### config.mk
export PLATFORM = sky130hd
export DESIGN_NAME = machine_d_decoder
export DESIGN_NICKNAME = d
export VERILOG_FILES = /design/src/rtl/machine_d_decoder.sv
export SDC_FILE = /design/constraint.sdc
export NUM_CORES = 1
export LEC_CHECK = 0
export CELL_PAD_IN_SITES_DETAIL_PLACEMENT = 1
export CELL_PAD_IN_SITES_GLOBAL_PLACEMENT = 1
export CORE_MARGIN = 4
export CORE_UTILIZATION = 41
export DETAILED_ROUTE_END_ITERATION = 8
export PLACE_DENSITY_LB_ADDON = 0.1
export SYNTH_ARGS = -nofsm -noshare
export SYNTH_HDL_FRONTEND = slang
export SYNTH_SLANG_ARGS = --single-unit
### constraint.sdc
create_clock -name CLK -period 2.6 [get_ports CLK]
set_input_delay 0.52 -clock CLK [delete_from_list [all_inputs] [get_ports CLK]]
set_output_delay 0.52 -clock CLK [all_outputs]
set_load 0.03 [all_outputs]
### src/rtl/machine_d_decoder.sv
// Receive-side decoder for the machine_d state/flag link: recovers the
// input bit of every checked transition and packs bits LSB-first into bytes.
module machine_d_decoder #(
    parameter int BYTE_W = 8
) (
    input  logic              CLK,
    input  logic              RESET,
    input  logic [2:0]        s_in,
    input  logic              f_in,
    input  logic              s_valid,
    input  logic              clr,
    output logic              x_bit,
    output logic              x_valid,
    output logic [BYTE_W-1:0] byte_out,
    output logic              byte_valid,
    input  logic              byte_ready,
    output logic              err,
    output logic              overflow,
    output logic [1:0]        state_o
);
    localparam int CW = $clog2(BYTE_W);

    typedef enum logic [1:0] {
        RUN   = 2'd0,
        SYNC  = 2'd1,
        FAULT = 2'd2
    } state_t;

    state_t            state_q, state_n;
    logic [2:0]        p_q;
    logic [2:0]        s_exp;
    logic [BYTE_W-1:0] sr_q, sr_n;
    logic [CW-1:0]     cnt_q;
    logic              x_rec, f_exp, mismatch;
    logic              accept, sync_load, fault_hit, full;

    function automatic logic [2:0] step(input logic [2:0] p, input logic x);
        logic a, b, c;
        {a, b, c} = p;
        return {a | (b & ~x), (b & x) | (~b & ~x) | (a & ~x), c ^ x};
    endfunction

    always_comb begin
        x_rec     = p_q[0] ^ s_in[0];
        s_exp     = step(p_q, x_rec);
        f_exp     = (s_in == 3'b110);
        mismatch  = (s_in != s_exp) || (f_in != f_exp);
        state_n   = state_q;
        accept    = 1'b0;
        sync_load = 1'b0;
        fault_hit = 1'b0;
        unique case (state_q)
            RUN: begin
                if (s_valid) begin
                    if (mismatch) begin
                        fault_hit = 1'b1;
                        state_n   = FAULT;
                    end else begin
                        accept = 1'b1;
                    end
                end
            end
            SYNC: begin
                if (s_valid) begin
                    sync_load = 1'b1;
                    state_n   = RUN;
                end
            end
            FAULT:   state_n = FAULT;
            default: state_n = SYNC;
        endcase
        // clr wins over any sample arriving in the same cycle
        if (clr) begin
            state_n   = SYNC;
            accept    = 1'b0;
            sync_load = 1'b0;
            fault_hit = 1'b0;
        end
        full        = accept && (cnt_q == CW'(BYTE_W - 1));
        sr_n        = sr_q;
        sr_n[cnt_q] = x_rec;
    end

    always_ff @(posedge CLK or negedge RESET) begin
        if (!RESET) state_q <= RUN;
        else        state_q <= state_n;
    end

    always_ff @(posedge CLK or negedge RESET) begin
        if (!RESET) begin
            p_q        <= 3'b000;
            sr_q       <= '0;
            cnt_q      <= '0;
            x_bit      <= 1'b0;
            x_valid    <= 1'b0;
            byte_out   <= '0;
            byte_valid <= 1'b0;
            err        <= 1'b0;
            overflow   <= 1'b0;
        end else begin
            x_valid <= accept;
            if (accept) x_bit <= x_rec;
            if (accept || sync_load) p_q <= s_in;
            if (clr) begin
                err      <= 1'b0;
                overflow <= 1'b0;
                cnt_q    <= '0;
                sr_q     <= '0;
            end else begin
                if (fault_hit) err <= 1'b1;
                if (accept) begin
                    cnt_q <= cnt_q + 1'b1;
                    sr_q  <= full ? '0 : sr_n;
                end
                if (full && byte_valid && !byte_ready) overflow <= 1'b1;
            end
            if (full && (!byte_valid || byte_ready)) begin
                byte_out   <= sr_n;
                byte_valid <= 1'b1;
            end else if (byte_valid && byte_ready) begin
                byte_valid <= 1'b0;
            end
        end
    end

    assign state_o = state_q;

endmodule
==> results.py <==
metrics = {
    "outcome": {
        "status": "finished clean",
    },
    "synthesis": {
        "yosysMostFrequentCell": "dfrtp_1",
        "yosysTopAreaCell": "dfrtp_1",
        "synthesis.nets": 138,
        "synth_area_mm2": 0.001435,
        "syn_avg_cell_area_um2": 11.39,
        "async_reset_ff_share_pct": 100.0,
        "synth_warnings": 0,
        "synth_edf_count": 0,
        "yosysSeqAreaShare_pct": 50.57,
        "ys_ff_latch": 29,
        "yosysUniqueCellTypes": 33,
        "yosys_most_used_dff": "dfrtp_1",
        "synth_area_leaders": "dfrtp_1, mux2_2, a32o_1, a21oi_1, ha_1",
        "syn_inst": 126,
        "yosysTopAreaCellShare_pct": 50.57,
        "yosys-top-cells-count": "dfrtp_1, mux2_2, a21oi_1, a32o_1, nor2_1",
    },
    "detailed_routing": {
        "post_drt_via_cell_ratio": 5.398,
        "wirelength_um": 3334,
        "vias": 1112,
        "detail_route.wl_per_cell_um": 16.18,
        "drt_iter0_drc": 44,
        "dr.pass1.iters": 3,
        "drc": 0,
        "antenna_left": 0,
    },
    "finish": {
        "drive_gt1_share_pct": 21.88,
        "fillCellCount": 372,
        "finalNonFillerCells": 206,
        "finalInstanceArea_mm2": 0.001838,
        "area_growth_pct": 28.07,
        "seq_area_um2": 725.7,
        "multiInputGateArea_um2": 660.6,
        "antennaDiodeCount": 0,
        "layout.nets": 172,
    },
    "power_and_ir_drop": {
        "p_per_area_mw_per_mm2": 650.7,
        "switchingPower_mw": 0.4075,
        "ir_drop_mv": 0.3973,
        "swShare_pct": 34.07,
        "p_clk_share_pct": 23.1,
        "p_leak_nw": 0.8226,
        "comb_power_share_pct": 33.7,
        "power.internal_mw": 0.7885,
        "pwr-share-seq_pct": 43.2,
        "p_total_mw": 1.196,
    },
    "global_route": {
        "antenna_found_initial": 0,
        "grt-ovfl-total": 0,
        "grt_pass1_wl_um": 5899,
        "grt_max_degree": 30,
        "grt_usage_pct": 17.68,
        "grt_pass1_vias": 1213,
    },
    "min_path": {
        "hold_depth": 1,
        "hold-path-endpoint": "sr_q[3]",
        "hold_class": "register to register",
        "holdCritStartpoint": "sr_q[3]",
    },
    "placement": {
        "portBuffers": 23,
        "post_dp_cell_area_mm2": 0.001778,
        "gp_congestion": 0.7350,
        "placed_cells": 199,
        "hpwl_um": 2405,
    },
    "setup_path": {
        "arrival_ps": 2630,
        "r2r_cells": 7,
        "end_kind": "register",
        "crit_start": "s_in[0]",
        "r2r_setup_slack_ps": 400,
        "r2r_start": "cnt_q[0]",
        "cp.required_ps": 2820,
        "worstPathMaxFanout": 3,
        "crit-reg2reg-capture": "byte_out[1]",
        "cp-start-kind": "input port",
        "path_class": "input port to register",
    },
    "sta": {
        "relSlewSlack_pct": 70.64,
        "maxSlewViolCount": 0,
        "fmax_mhz": 414.1,
        "rsz0062_at_grt": "false",
        "holdWs_ps": 503.1,
        "min_period_over_period_pct": 92.88,
        "fin_worst_skew_ps": 7.245,
        "tightestPinTransition_ps": 439.0,
        "setup_violations": 0,
        "final_hold_viol_count": 0,
        "min_period_ps": 2415,
    },
    "clock_tree": {
        "clock-sinks": 29,
        "clkTransAtPathRegs_ps": 90,
        "clk_latency_ps": 330,
        "cts_made_buffers": 5,
        "cts_tree": "done",
        "post_cts_buffers": 0,
        "ctsLongestPathBuffers": 2,
        "clockRootBuffer": "clkbuf_4",
        "htreeDepth": 2,
    },
    "floorplanning": {
        "initial_core_util_pct": 42.67,
        "core_region_area_mm2": 0.003363,
        "die_x_um": 67.17,
        "die_area_mm2": 0.004511,
        "die_y_um": 67.17,
        "rows": 21,
        "io_pins": 24,
    },
    "job": {
        "max-cap-violations": 0,
    },
}
[critical path: stages]
cell             delay, ps
clkdlybuf4s50_1        440
xnor2_1                170
ha_1                   210
or2_2                  300
nor3_2                 140
a211oi_1               100
a2111oi_4              370
mux2_2                 380
[kinds of logic after synthesis]
logic type / count (synthesis) / share of synthesized area, %
adder cells (fa/ha/maj): 3 / 2.616
flip-flops: 29 / 50.57
XOR/XNOR: 2 / 1.744
buffers and inverters: 14 / 3.749
AO/OA/AOI/OAI: 33 / 18.13
multiplexers: 13 / 9.939
AND/OR/NAND/NOR: 32 / 13.25
[power groups by stage]
stage | clock network, mW | registers (mW) | logic (mW)
4_1_cts | 0.286 | 0.518 | 0.403
3_5_place_dp | 0 | 0.527 | 0.400
5_1_grt | 0.308 | 0.523 | 0.441
3_3_place_gp | 0 | 0.521 | 0.383
6_report | 0.276 | 0.517 | 0.404
2_1_floorplan | 0 | 0.538 | 0.230
[worst max path at each step]
stage / slack (ps) / cells past startpoint / to
global placement: -140 / 8 / p_q[1]
detailed placement: -260 / 8 / p_q[0]
finish: 190 / 8 / p_q[0]
CTS: 80 / 8 / p_q[0]
global route: 50 / 8 / p_q[2]
floorplan: 30 / 7 / byte_out[0]
[what timing repair did]
item | CTS | global route
hold buffers | 0 | 0
setup endpoints to repair | 0 | 3
resized for setup | 0 | 1
[per-stage QoR]
stage          setup slack, ps  util (%)  TNS [ps]
2_1_floorplan            33.26         -         0
3_3_place_gp            -138.2     52.86     -1201
3_5_place_dp            -261.9     52.86     -2904
4_1_cts                  81.44     54.50         0
5_1_grt                  54.00     54.65         0
6_report                 185.2     54.65         0
[flip-flops by register name, indices dropped and copies added, names as in the netlist]
signal and flops:
sr_q 8, err 1, cnt_q 3, overflow 1, byte_out 8, x_bit 1
state_o 2, byte_valid 1, x_valid 1, p_q 3
[routing by layer]
layer | wire, um | part of all wire [%] | GRT usage [%]
met5 | 0 | 0 | 0
met4 | 44 | 1.3 | 6.076
met3 | 140 | 4.2 | 5.990
met2 | 1633 | 49 | 29.33
met1 | 1516 | 45 | 21.41
[cells in the final DEF (no fill, tap or decap), types with 2 or more instances in the layout]
master / n
nor3_2: 2
ha_1: 3
buf_4: 11
o21ai_0: 7
nor3b_1: 3
mux2_2: 10
clkbuf_4: 5
nor2_1: 8
nand3b_1: 3
a22o_1: 3
clkdlybuf4s50_1: 23
a211oi_1: 2
a21oi_1: 8
dfrtp_1: 29
nand2_1: 7
inv_1: 7
a32o_1: 8
mux2i_1: 3
[cell type report]
cell class | count | area share, %
flip-flops and latches | 29 | 39.48
multi-input cells | 83 | 35.94
repair buffers | 34 | 17.02
well taps | 46 | 3.131
clock buffers | 7 | 2.995
inverters | 7 | 1.430
(Power assumes the default switching activity.)
